**src/rtl/mac_vec_if.sv**
```systemverilog
// Operand/result bus for mac_vec: one valid/ready channel in (a, b), one out (result, sat).
// Both channels transfer on a rising edge where valid & ready are both high; the source holds
// valid and its payload stable until that edge, and ready may depend combinationally on state.
interface mac_vec_if #(
  parameter int A_W     = 4,
  parameter int B_W     = 4,
  parameter int ACC_W   = 12,
  parameter int VEC_LEN = 8
);
  localparam int CNT_W = (VEC_LEN > 1) ? $clog2(VEC_LEN) : 1;

  logic             in_valid;
  logic             in_ready;
  logic [A_W-1:0]   a;
  logic [B_W-1:0]   b;
  logic             out_valid;
  logic             out_ready;
  logic [ACC_W-1:0] result;
  logic             sat;
  logic [CNT_W-1:0] count;

  modport master (
    output in_valid, a, b, out_ready,
    input  in_ready, out_valid, result, sat, count
  );

  modport slave (
    input  in_valid, a, b, out_ready,
    output in_ready, out_valid, result, sat, count
  );
endinterface

```
**src/rtl/mac_vec.sv**
```systemverilog
// Vector multiply-accumulate: sums VEC_LEN products into a saturating accumulator and
// emits one dot product per vector, with a sticky per-vector overflow flag.
module mac_vec #(
  parameter int A_W     = 4,
  parameter int B_W     = 4,
  parameter int ACC_W   = 12,
  parameter int VEC_LEN = 8,
  parameter bit SIGNED  = 1'b0
) (
  input  logic       clk,
  input  logic       rst,
  input  logic       clr,
  mac_vec_if.slave   bus,
  output logic       dbg_hold_o
);
  localparam int P_W   = A_W + B_W;
  localparam int EXT_W = ACC_W + 1;
  localparam int CNT_W = (VEC_LEN > 1) ? $clog2(VEC_LEN) : 1;

  if (ACC_W < A_W + B_W) begin : g_bad_acc_w
    $error("mac_vec: ACC_W must be >= A_W+B_W");
  end
  if (VEC_LEN < 1) begin : g_bad_vec_len
    $error("mac_vec: VEC_LEN must be >= 1");
  end

  typedef enum logic {
    ST_ACCUM = 1'b0,
    ST_HOLD  = 1'b1
  } state_e;

  state_e           state_q;
  logic [ACC_W-1:0] acc_q;
  logic [ACC_W-1:0] result_q;
  logic [CNT_W-1:0] count_q;
  logic             sat_acc_q;
  logic             sat_q;
  logic             out_valid_q;

  logic                  in_ready_w;
  logic                  accept_w;
  logic                  last_beat_w;
  logic signed [P_W-1:0] a_s, b_s, prod_s;
  logic        [P_W-1:0] a_u, b_u, prod_u;
  logic [EXT_W-1:0]      prod_ext;
  logic [EXT_W-1:0]      acc_ext;
  logic [EXT_W-1:0]      sum_w;
  logic [ACC_W-1:0]      acc_d;
  logic                  ovf_d;

  assign in_ready_w  = (state_q == ST_ACCUM) & ~clr & ~rst;
  assign accept_w    = bus.in_valid & in_ready_w;
  assign last_beat_w = (count_q == CNT_W'(VEC_LEN - 1));

  // Operands are widened to the full product width before multiplying so no bits are lost.
  assign a_s    = P_W'($signed(bus.a));
  assign b_s    = P_W'($signed(bus.b));
  assign prod_s = a_s * b_s;
  assign a_u    = P_W'(bus.a);
  assign b_u    = P_W'(bus.b);
  assign prod_u = a_u * b_u;

  always_comb begin
    prod_ext = '0;
    acc_ext  = '0;
    sum_w    = '0;
    acc_d    = '0;
    ovf_d    = 1'b0;
    if (SIGNED) begin
      prod_ext = EXT_W'(prod_s);
      acc_ext  = {acc_q[ACC_W-1], acc_q};
    end else begin
      prod_ext = EXT_W'(prod_u);
      acc_ext  = {1'b0, acc_q};
    end
    sum_w = acc_ext + prod_ext;
    // One guard bit is enough: both addends fit in ACC_W bits of their own signedness.
    if (SIGNED) begin
      ovf_d = sum_w[ACC_W] ^ sum_w[ACC_W-1];
    end else begin
      ovf_d = sum_w[ACC_W];
    end
    if (!ovf_d) begin
      acc_d = sum_w[ACC_W-1:0];
    end else if (SIGNED) begin
      acc_d = sum_w[ACC_W] ? {1'b1, {(ACC_W-1){1'b0}}} : {1'b0, {(ACC_W-1){1'b1}}};
    end else begin
      acc_d = {ACC_W{1'b1}};
    end
  end

  always_ff @(posedge clk) begin
    if (rst) begin
      state_q     <= ST_ACCUM;
      acc_q       <= '0;
      count_q     <= '0;
      sat_acc_q   <= 1'b0;
      result_q    <= '0;
      sat_q       <= 1'b0;
      out_valid_q <= 1'b0;
    end else begin
      case (state_q)
        ST_ACCUM: begin
          if (clr) begin
            acc_q     <= '0;
            count_q   <= '0;
            sat_acc_q <= 1'b0;
          end else if (accept_w) begin
            if (last_beat_w) begin
              result_q    <= acc_d;
              sat_q       <= sat_acc_q | ovf_d;
              out_valid_q <= 1'b1;
              acc_q       <= '0;
              count_q     <= '0;
              sat_acc_q   <= 1'b0;
              state_q     <= ST_HOLD;
            end else begin
              acc_q     <= acc_d;
              count_q   <= count_q + CNT_W'(1);
              sat_acc_q <= sat_acc_q | ovf_d;
            end
          end
        end
        ST_HOLD: begin
          // clr is deliberately ignored here so a finished result is never dropped.
          if (bus.out_ready) begin
            out_valid_q <= 1'b0;
            state_q     <= ST_ACCUM;
          end
        end
        default: state_q <= ST_ACCUM;
      endcase
    end
  end

  assign bus.in_ready  = in_ready_w;
  assign bus.out_valid = out_valid_q;
  assign bus.result    = result_q;
  assign bus.sat       = sat_q;
  assign bus.count     = count_q;
  assign dbg_hold_o    = (state_q == ST_HOLD);

  a_no_ready_in_hold: assert property (@(posedge clk) disable iff (rst)
    bus.out_valid |-> !bus.in_ready);

  a_result_stable: assert property (@(posedge clk) disable iff (rst)
    (bus.out_valid && !bus.out_ready) |=> (bus.out_valid && $stable(bus.result) && $stable(bus.sat)));
endmodule
```
**src/flat_wrapper.sv**
```systemverilog
// flat-port wrapper written by rule: the top's interface ports become plain ports
module mac_vec_flat 
#(
  parameter int A_W     = 4,
  parameter int B_W     = 4,
  parameter int ACC_W   = 12,
  parameter int VEC_LEN = 8,
  parameter bit SIGNED  = 1'b0
)
  (clk, rst, clr, dbg_hold_o, bus_in_valid, bus_a, bus_b, bus_out_ready, bus_in_ready, bus_out_valid, bus_result, bus_sat, bus_count);
  mac_vec_if #(.A_W(A_W), .B_W(B_W), .ACC_W(ACC_W), .VEC_LEN(VEC_LEN)) bus_i ();
  input  logic clk;
  input  logic rst;
  input  logic clr;
  output logic dbg_hold_o;
  input wire logic [$bits(bus_i.in_valid)-1:0] bus_in_valid;
  input wire logic [$bits(bus_i.a)-1:0] bus_a;
  input wire logic [$bits(bus_i.b)-1:0] bus_b;
  input wire logic [$bits(bus_i.out_ready)-1:0] bus_out_ready;
  output wire logic [$bits(bus_i.in_ready)-1:0] bus_in_ready;
  output wire logic [$bits(bus_i.out_valid)-1:0] bus_out_valid;
  output wire logic [$bits(bus_i.result)-1:0] bus_result;
  output wire logic [$bits(bus_i.sat)-1:0] bus_sat;
  output wire logic [$bits(bus_i.count)-1:0] bus_count;
  assign bus_i.in_valid = bus_in_valid;
  assign bus_i.a = bus_a;
  assign bus_i.b = bus_b;
  assign bus_i.out_ready = bus_out_ready;
  assign bus_in_ready = bus_i.in_ready;
  assign bus_out_valid = bus_i.out_valid;
  assign bus_result = bus_i.result;
  assign bus_sat = bus_i.sat;
  assign bus_count = bus_i.count;
  mac_vec #(.A_W(A_W), .B_W(B_W), .ACC_W(ACC_W), .VEC_LEN(VEC_LEN), .SIGNED(SIGNED)) u_core (.clk(clk), .rst(rst), .clr(clr), .bus(bus_i), .dbg_hold_o(dbg_hold_o));
endmodule
```
**config.mk**
```make
export PLATFORM = sky130hd
export DESIGN_NAME = mac_vec_flat
export DESIGN_NICKNAME = d
export VERILOG_FILES = /design/src/rtl/mac_vec_if.sv /design/src/rtl/mac_vec.sv /design/src/flat_wrapper.sv
export SDC_FILE = /design/constraint.sdc
export NUM_CORES = 1
export LEC_CHECK = 0
export BUFFER_PORTS_ARGS = -buffer_cell sky130_fd_sc_hd__buf_4
export CAP_MARGIN = 20
export CORE_MARGIN = 1
export CORE_UTILIZATION = 30
export CTS_CLUSTER_SIZE = 20
export DETAILED_ROUTE_END_ITERATION = 6
export PLACE_DENSITY_LB_ADDON = 0.2
export SLEW_MARGIN = 30
export SYNTH_ARGS = -nofsm -noshare
export SYNTH_HDL_FRONTEND = slang
export SYNTH_SLANG_ARGS = --single-unit
export TNS_END_PERCENT = 10
```
**constraint.sdc**
```tcl
create_clock -name clk -period 3.6 [get_ports clk]
set_clock_uncertainty 0.05 [all_clocks]
set_input_delay 0.54 -clock clk [delete_from_list [all_inputs] [get_ports clk]]
set_output_delay 0.54 -clock clk [all_outputs]
set_load 0.03 [all_outputs]
```
=== Word-level counts from Yosys, hierarchy flattened ===
Cells that the tools add are included.

* Reductions and logical operators: 4
* Multiply operators: 1
* Equality and inequality tests: 5
* Bitwise gates (word level): 7
* Multiplexer cells: 20
* $add $sub $neg: 2

{| class="wikitable"
|+ Operators by type and width
! cell !! count
|-
| two-way mux 12 bit || 4
|-
| adder 12 x 8 -> 13 bit || 1
|-
| two-way mux 1 bit || 11
|-
| two-way mux 3 bit || 3
|-
| multiplier 4 x 4 -> 8 bit || 1
|-
| AND reduction 4 bit || 2
|-
| inequality test 2 x 1 -> 1 bit (second input constant) || 2
|-
| inequality test 2 bit (second input constant) || 2
|-
| one-hot mux 1 bit (2 select lines) || 2
|-
| adder 3 x 1 -> 3 bit (second input constant) || 1
|-
| bitwise AND 1 bit || 3
|-
| == test 3 bit (second input constant) || 1
|-
| inverter 1 bit || 3
|-
| AND reduction 2 bit || 1
|-
| nonzero test 2 bit || 1
|-
| OR 1 bit || 1
|}

* Output and inout bits: 19
* Word-level logic and storage cells: 46
* Bits in registers: 31
* Bits of input ports: 13

=== Longest topological paths before layout ===
Gate-level depths: netlist (run 1).

* Depth after elaboration: 7
* Depth in mapped cells: 15

=== Worst setup path before layout (run 1) ===
Ideal clock, no wire load.

* Kind: in2reg
* Start: in bus_a[0]
* End: reg u_core.result_q[9] (netlist: u_core.bus.result[9])
* Library setup time: 138 ps
* Required time: 3412 ps
* Data arrival time: 3520 ps
* Slack: -107 ps
* Cell stages on the path: 11
* Path through: nand2_1 > fa_1 > fa_1 > fa_1 > inv_1 > ha_1 > a21o_1 > a221o_1 > mux2i_1 > a2111oi_1 > a211oi_1

* Cells in the longest elaborated chain, start to end: 3

{| class="wikitable"
|+ Ends and longest elaborated chain
! element !! line !! source
|-
| start, declared || flat_wrapper.sv:17 || <nowiki>input wire logic [$bits(bus_i.a)-1:0] bus_a;</nowiki>
|-
| multiplier 4 x 4 -> 8 bit || mac_vec.sv:61 || <nowiki>assign prod_u = a_u * b_u;</nowiki>
|-
| adder 12 x 8 -> 13 bit || mac_vec.sv:76 || <nowiki>sum_w = acc_ext + prod_ext;</nowiki>
|-
| two-way mux 12 bit || mac_vec.sv:83 || <nowiki>if (!ovf_d) begin</nowiki>
|-
| end signal, assigned || mac_vec.sv:98 || <nowiki>result_q <= '0;</nowiki>
|-
| end signal, assigned || mac_vec.sv:110 || <nowiki>result_q <= acc_d;</nowiki>
|-
| end, declared || mac_vec.sv:34 || <nowiki>logic [ACC_W-1:0] result_q;</nowiki>
|}

No other way between the ends.
A chain may end at the register's enable or synchronous reset.

=== Worst setup path in the final report (run 1) ===
* Start: in bus_b[2]
* End: reg u_core.result_q[11] (netlist: u_core.bus.result[11])

* Cells in the longest elaborated chain, start to end: 3

{| class="wikitable"
|+ Ends and longest elaborated chain
! element !! line !! source
|-
| start, declared || flat_wrapper.sv:18 || <nowiki>input wire logic [$bits(bus_i.b)-1:0] bus_b;</nowiki>
|-
| multiplier 4 x 4 -> 8 bit || mac_vec.sv:61 ||
|-
| adder 12 x 8 -> 13 bit || mac_vec.sv:76 ||
|-
| two-way mux 12 bit || mac_vec.sv:83 ||
|}

No other way between the ends.

==> results of run 1 <==
logic make-up after synthesis:
logic type / after synthesis / share of synthesized area (%)
simple gates: 86 / 20.4
compound gates: 52 / 17.4
buf+inv: 36 / 6.68
flops: 31 / 30.1
fa+ha+maj: 29 / 20.9
xor+xnor: 6 / 2.55
mux: 4 / 1.94
Yosys cell counts, types with 3 or more instances:
library cell,count,area [um^2]
dfxtp_1,31,621
inv_1,26,97.6
nand2_1,23,86.3
nor2_1,23,86.3
ha_1,20,250
and2_1,13,81.3
o21ai_0,13,65.1
a21oi_1,10,50.1
fa_1,9,180
a211oi_1,8,60.1
clkbuf_1,8,30.0
nor3_1,7,35.0
a21o_1,4,30.0
and3_1,4,25.0
mux2i_1,4,40.0
nand3_1,4,20.0
xnor2_1,4,35.0
nand3b_1,3,22.5
nor2b_1,3,18.8
metrics by stage:
step / utilization, % / cell area, um^2 / hold slack [ns] / std cells / setup WS, ns
after floorplan: - / 2090 / 0.375 / 244 / 0.00237
after global placement: 39.3 / 2550 / 0.395 / 365 / -0.464
after detailed placement: 39.3 / 2550 / 0.411 / 365 / -0.475
after CTS: 41.0 / 2660 / 0.422 / 372 / -0.0108
after global routing: 43.0 / 2790 / 0.450 / 375 / -0.0279
final: 43.0 / 2790 / 0.410 / 375 / 0.0782
critical path: stages:
cell and delay (ns):
buf_6 0.10, and2_4 0.15, fa_2 0.58, ha_4 0.13, inv_2 0.03, fa_1 0.52
inv_2 0.05, ha_4 0.21, a21o_1 0.19, buf_4 0.13, a221o_1 0.39, buf_6 0.15
a21oi_4 0.16, xor2_1 0.17, a311oi_1 0.09
per-layer routing:
layer | track usage (%) | share of wire (%) | up-vias
li1 | - | - | 935
met1 | 18.0 | 48 | 843
met2 | 24.1 | 49 | 21
met3 | 3.50 | 2.5 | 4
met4 | 2.62 | 0.76 | 0
met5 | 0 | 0 | -
power breakdown:
part           switching (mW)  total (mW)  internal, mW
Sequential            0.00509       0.355         0.350
Combinational           0.143       0.287         0.144
Clock                   0.115       0.244         0.129
state kept, by name (all words and copies together), names as in the netlist:
name / count
u_core.acc_q: 12
u_core.bus.result: 12
u_core.bus.count: 3
u_core.bus.out_valid: 1
u_core.bus.sat: 1
u_core.dbg_hold_o: 1
u_core.sat_acc_q: 1
path summary, 6_finish.rpt:
path,startpoint,endpoint,slack [ns],depth (start not counted)
worst max-delay path,bus_b[2],u_core.bus.result[11]$_SDFFE_PP0P_,0.08,15
worst min-delay path,u_core.acc_q[7]$_SDFFE_PP0P_,u_core.acc_q[7]$_SDFFE_PP0P_,0.41,2
worst min register to register,u_core.acc_q[7]$_SDFFE_PP0P_,u_core.acc_q[7]$_SDFFE_PP0P_,0.41,2
worst max register to register,u_core.acc_q[5]$_SDFFE_PP0P_,u_core.bus.result[11]$_SDFFE_PP0P_,0.88,11
timing repair:
action | 4_1_cts | 5_1_grt
gates resized for setup | 9 | 22
buffers inserted | 1 | 2
setup endpoints to repair | 4 | 10
pin swaps | 3 | 19
cloned | 0 | 1
layout make-up:
type / count / area (um^2)
multi-input cells: 177 / 1440
flip-flops and latches: 31 / 621
repair buffers: 58 / 465
well taps: 77 / 96.3
clock buffers: 6 / 72.6
fillers: 634 / 3700
inverters: 26 / 97.6
==> flow_summary.ini, run 1 <==
[die]
fp.dieW_um = 84.9
die_area_um2 = 7200
core-area_um2 = 6490
die_y_um = 84.9
initial_core_util_pct = 31.7
pin_count = 32
rows = 29

[routing]
drcViolationCount = 0
ant_nets = 0
drt_iter0_drc = 68
wl_per_cell_um = 12.7
vias = 1803
vias_per_cell = 4.81
routed_wl_um = 4750
first_pass_iters = 6

[synth]
netlist_area_um2 = 2060
synth_nets = 286
ys_ff_latch = 31
syn_inst = 244
synth-async-reset-ratio_pct = 0
synth_edf_count = 0
avgSynthCellArea_um2 = 8.44
seq_area_frac_synth_pct = 30.1
yosysWarnings = 0
ys_types = 41
ys.flop_type = dfxtp_1

[clock_tree]
htree_num_levels = 2
path_clk_slew_ns = 0.06
hold_buffers = 0
cts_tree = done
cts_root_buffer = clkbuf_8
clock_sinks = 31
cts_inserted_buffers = 5
clk_latency_ns = 0.27
clock_tree.buffer_depth = 2

[power_and_ir_drop]
powerDensity_nw_per_um2 = 317
peakVddDrop_v = 0.000184
finalPower_mw = 0.886
leakage_nw = 1.24

[sta]
relSlewSlack_pct = 53.2
grt_setup_unrepaired = yes
finalSetupViolCount = 0
finalHoldViolCount = 0
worst_pin_slew_ns = 0.702
fmax_mhz = 284
fin_crit_ns = 3.52
drv_slew = 0
period_share_pct = 97.8
finalSetupTns_ns = 0

[layout]
final_common_cell = buf_4
diodes = 0
syn2layout_area_growth_pct = 35.5
drive_gt1_share_pct = 28.2
final_cell_mix = 50 x buf_4, 31 x dfxtp_1, 23 x nor2_1, 22 x inv_1, 22 x nand2_1
nets = 341

[setup_path]
cp_max_fo = 4
path_class = input port to register
cp.arrival_ns = 3.59
endpoint_kind = register
required_ns = 3.67
cp-start-kind = input port

[run_status]
status = finished, final reports clean

[hold_path]
hold_path.class = register to register

[place]
gp_congestion = 0.862
port_buffers = 31
place_hpwl_um = 3620

[grt]
grt_max_degree = 21
antenna_found_initial = 0
overflow = 0
grt_pass1_vias = 1847
grt_pass1_wl_um = 8200
track_usage_pct = 14.0

[flow_run]
max_cap_viol_count = 0
Power figures use the tool's default switching activity.
==> run 2, diff against run 1 <==
--- a/config.mk
+++ b/config.mk
@@ -14,2 +14,3 @@
 export PLACE_DENSITY_LB_ADDON = 0.2
+export SETUP_SLACK_MARGIN = 0.3
 export SLEW_MARGIN = 30
==> constraint.sdc (replaced) <==
create_clock -name clk -period 4.4 [get_ports clk]
set_clock_uncertainty 0.05 [all_clocks]
set_input_delay 0 -clock clk [delete_from_list [all_inputs] [get_ports clk]]
set_output_delay 0 -clock clk [all_outputs]
set_load 0.03 [all_outputs]
==> run 2 against run 1 <==
Total power fell by 24%. The flow now finishes with violations (DRC). Highest routed layer unchanged. Critical path depth did not move. Largest power group unchanged. Critical endpoint is now u_core.bus.result[9]$_SDFFE_PP0P_. Die area did not move.
==> flow_summary.ini, run 2 (synthesized netlist as in run 1, its figures left out) <==
[run_status]
status = finished with violations
violations = DRC

[place]
place_hpwl_um = 3370
gp_congestion = 0.809
placed_cells = 344
port_buffers = 31

[clock_tree]
clock_sinks = 31
postCtsResizedCells = 0
htree_num_levels = 2
cts_tree = done
cts_inserted_buffers = 5
clk_latency_ns = 0.28
path_clk_slew_ns = 0.06
cts_root_buffer = clkbuf_8
clock_tree.buffer_depth = 2

[routing]
vias = 1709
ant_nets = 0
drcViolationCount = 2
wl_per_cell_um = 12.1
routed_wl_um = 4320
drt_iter0_drc = 55
vias_per_cell = 4.79
first_pass_iters = 7

[sta]
finalSetupTns_ns = 0
grt_setup_unrepaired = no
finalHoldViolCount = 0
fmax_mhz = 298
period_share_pct = 76.2
worst_pin_slew_ns = 0.651
fin_crit_ns = 3.35
relSlewSlack_pct = 56.6
finalSetupViolCount = 0
drv_slew = 0

[flow_run]
max_cap_viol_count = 0

[setup_path]
endpoint_kind = register
required_ns = 4.48
cp.arrival_ns = 3.43
cp_max_fo = 11
cp-start-kind = input port
r2r_cells = 11
rr_startpoint = u_core.acc_q[5]$_SDFFE_PP0P_
path_class = input port to register
ff2ff_setup_slack_ns = 1.33
crit_path_start = bus_a[1]

[hold_path]
hold_path.class = input port to register
worstHoldPathCells = 4
hold_path_startpoint = clr

[grt]
antenna_found_initial = 0
track_usage_pct = 13.6
grt_pass1_vias = 1754
overflow = 0
grt_max_degree = 21
grt_pass1_wl_um = 7800

[die]
initial_core_util_pct = 31.7
die_y_um = 84.9
core-area_um2 = 6490
rows = 29
pin_count = 32
die_area_um2 = 7200
fp.dieW_um = 84.9

[power_and_ir_drop]
peakVddDrop_v = 0.000107
powerDensity_nw_per_um2 = 268
leakage_nw = 1.13

[layout]
final_common_cell = buf_4
syn2layout_area_growth_pct = 21.1
drive_gt1_share_pct = 14.6
diodes = 0
fin_cells = 357
final_cell_mix = 33 x buf_4, 31 x dfxtp_1, 26 x inv_1, 23 x nand2_1, 23 x nor2_1
fin_util_pct = 38.4
nets = 321
## run 2: changes by cell type in the layout (fill, tap and decap cells not counted), sizes merged
cell	before	now
clkdlybuf4s15	1	0
clkbuf	6	7
dlygate4sd3	0	5
buf	57	33
clkinv	0	1
## run 2: worst max-delay path, cell delays in order
cell,delay (ns)
buf_4,0.12
and2_1,0.17
fa_1,0.42
ha_1,0.28
inv_1,0.05
fa_1,0.51
inv_1,0.04
ha_1,0.38
a21o_1,0.20
a31o_1,0.21
a31oi_4,0.22
o22ai_1,0.12
buf_4,0.18
a2111oi_1,0.41
a211oi_1,0.13
## run 2: timing repair
item,in CTS,in global routing
buffers inserted,0,0
endpoints found under the hold margin,12,0
setup endpoints to repair,0,0
hold buffers,5,0
## run 2: area by class of cell
type	instances	area [um^2]
Clock buffer	7	76.3
Clock inverter	1	5.00
Fill cell	682	4000
Inverter	26	97.6
Multi-Input combinational cell	177	1300
Sequential cell	31	621
Tap cell	77	96.3
Timing Repair Buffer	38	298
## run 2: where the power goes
group	total, mW	switching (mW)	internal [mW]
Combinational	0.169	0.0963	0.0724
Sequential	0.290	0.00389	0.286
Clock	0.211	0.100	0.111
Total	0.670	0.200	0.470
## run 2: metal layers
| metal | track usage [%] | share of wire [%] | up-vias |
|---|---|---|---|
| li1 | - | - | 902 |
| met1 | 16.6 | 49 | 782 |
| met2 | 24.1 | 48 | 23 |
| met3 | 3.31 | 3.1 | 2 |
| met4 | 3.24 | 0.21 | 0 |
| met5 | 0 | 0 | - |
## run 2: worst paths after layout
path	end
worst max-delay path	u_core.bus.result[9]$_SDFFE_PP0P_
worst min register to register	u_core.acc_q[7]$_SDFFE_PP0P_
worst min-delay path	u_core.sat_acc_q$_SDFFE_PP0P_
worst max register to register	u_core.bus.result[9]$_SDFFE_PP0P_
## run 2: through the flow
step | hold WS [ns] | setup slack, ns | area [um^2] | power [mW]
finish | 0.0600 | 1.05 | 2490 | 0.670
global route | 0.0919 | 0.949 | 2490 | 0.726
CTS | 0.0435 | 1.04 | 2490 | 0.687
detailed placement | 0.228 | 0.753 | 2360 | 0.468
global placement | 0.234 | 0.855 | 2360 | 0.467
floorplan | 0.0722 | 1.23 | 2060 | 0.423
==> run 3, diff against run 2 <==
clock period = 2.7 ns   (was 4.4 ns; I/O delays follow)
==> run 3 against run 2 <==
The flow finishes with violations (setup timing). Global-route usage rose by 1.1 points. Worst setup slack got worse by 1.2 ns. Die area did not move.
==> flow_summary.ini, run 3 (synthesized netlist as in run 1, its figures left out) <==
[clock_tree]
cts_tree = done
clk_latency_ns = 0.28
cts_inserted_buffers = 5
path_clk_slew_ns = 0.06
cts_root_buffer = clkbuf_8
clock_sinks = 31
htree_num_levels = 2
clock_tree.buffer_depth = 2

[grt]
overflow = 0
grt_pass1_vias = 1827
grt_pass1_wl_um = 8370
antenna_found_initial = 0
grt_max_degree = 21
track_usage_pct = 14.7

[setup_path]
cp.arrival_ns = 3.00
crit_slowest_cell = fa_1
required_ns = 2.80
max_stage_delay_ns = 0.54
cp_max_fo = 4
path_class = input port to register
crit_chain = buf_8 -> nand2_8 -> fa_1 -> fa_1 -> fa_1 -> inv_2 -> ha_4 -> a21o_1 -> a221o_1 -> buf_6 -> a21oi_4 -> buf_4 -> o21a_1 -> o22ai_1
r2r_cells = 11
endpoint_kind = register
critPathCapture = u_core.acc_q[11]$_SDFFE_PP0P_
r2r_end = u_core.acc_q[11]$_SDFFE_PP0P_
cpMostUsedCell = fa_1
rr_startpoint = u_core.acc_q[6]$_SDFFE_PP0P_
crit_path_start = bus_a[2]
cp-start-kind = input port
ff2ff_setup_slack_ns = 0.05

[sta]
finalHoldViolCount = 0
finalSetupViolCount = 20
grt_setup_unrepaired = yes
period_share_pct = 107
fin_crit_ns = 2.89
timing.final.ws_setup_ns = -0.193
drv_slew = 0
fmax_mhz = 346
relSlewSlack_pct = 54.4
timing.hold.ws_ns = 0.0579
worst_pin_slew_ns = 0.685

[hold_path]
worstHoldPathCells = 4
hold_path.class = input port to register

[layout]
fin_cells = 382
final_cell_mix = 52 x buf_4, 31 x dfxtp_1, 21 x nand2_1, 20 x inv_1, 17 x nor2_1
nets = 346
drive_gt1_share_pct = 35.4
diodes = 0
final_common_cell = buf_4
syn2layout_area_growth_pct = 45.5

[routing]
wl_per_cell_um = 12.8
vias = 1848
drcViolationCount = 0
ant_nets = 0
first_pass_iters = 6
routed_wl_um = 4900
vias_per_cell = 4.84
drt_iter0_drc = 63

[power_and_ir_drop]
peakVddDrop_v = 0.000219
powerDensity_nw_per_um2 = 432
finalPower_mw = 1.29
leakage_nw = 1.30

[run_status]
violations = setup timing
status = finished with violations

[place]
port_buffers = 31
gp_congestion = 0.811
place_hpwl_um = 3580
placed_cells = 365

[die]
rows = 29
initial_core_util_pct = 31.7
die_area_um2 = 7200
pin_count = 32
core-area_um2 = 6490
die_y_um = 84.9
fp.dieW_um = 84.9

[flow_run]
max_cap_viol_count = 0
run 3: worst min-delay path by stage:
stage	start	to	slack, ns
2_1_floorplan	clr	bus_in_ready	0.07
3_3_place_gp	bus_out_ready	u_core.dbg_hold_o$_SDFF_PP0_	0.23
3_5_place_dp	bus_out_ready	u_core.dbg_hold_o$_SDFF_PP0_	0.23
4_1_cts	clr	u_core.sat_acc_q$_SDFFE_PP0P_	0.06
5_1_grt	clr	u_core.sat_acc_q$_SDFFE_PP0P_	0.06
6_report	clr	u_core.sat_acc_q$_SDFFE_PP0P_	0.06
run 3: power breakdown:
part | internal [mW] | leakage (nW) | switching [mW]
clock network | 0.181 | 0.0422 | 0.169
logic | 0.250 | 1.00 | 0.223
registers | 0.467 | 0.250 | 0.00560
total | 0.897 | 1.30 | 0.397
run 3: layout make-up:
cell class                 count  area [um^2]
clock buffer                   7         76.3
clock inverter                 1         5.00
fill                         655         3500
inverter                      26         97.6
multi-input combinational    177         1580
sequential                    31          621
tap                           77         96.3
timing repair buffer          63          520
run 3: metal layers:
| layer | vias up | GRT usage [%] | routed length [um] |
|---|---|---|---|
| li1 | 948 | - | - |
| met1 | 873 | 17.9 | 2250 |
| met2 | 21 | 26.2 | 2470 |
| met3 | 6 | 3.31 | 130 |
| met4 | 0 | 3.70 | 55 |
| met5 | - | 0 | 0 |
run 3: worst max-delay path: cells and delay by family:
| kind | cells | cell delay (ns) |
|---|---|---|
| and+or+nand+nor | 1 | 0.04 |
| buffers and inverters | 4 | 0.43 |
| AOI/OAI and AO/OA | 5 | 0.85 |
| adders and majority gates | 4 | 1.68 |
run 3: metrics by stage:
step | TNS, ns | instance area, um^2 | setup slack, ns | utilization, %
global placement | -12.54 | 2590 | -0.556 | 39.9
floorplan | -4.33 | 2130 | -0.244 | -
CTS | -3.79 | 2870 | -0.224 | 44.1
detailed placement | -12.82 | 2590 | -0.575 | 39.9
finish | -1.72 | 3000 | -0.193 | 46.1
global route | -4.73 | 3000 | -0.308 | 46.1
run 3: timing repair:
| item | CTS | global route |
|---|---|---|
| cloned | 1 | 0 |
| gates resized for setup | 36 | 25 |
| pin swaps | 14 | 12 |
| endpoints found under the hold margin | 10 | 0 |
| setup buffers | 2 | 2 |
| setup endpoints to repair | 26 | 26 |
| hold buffers | 4 | 0 |
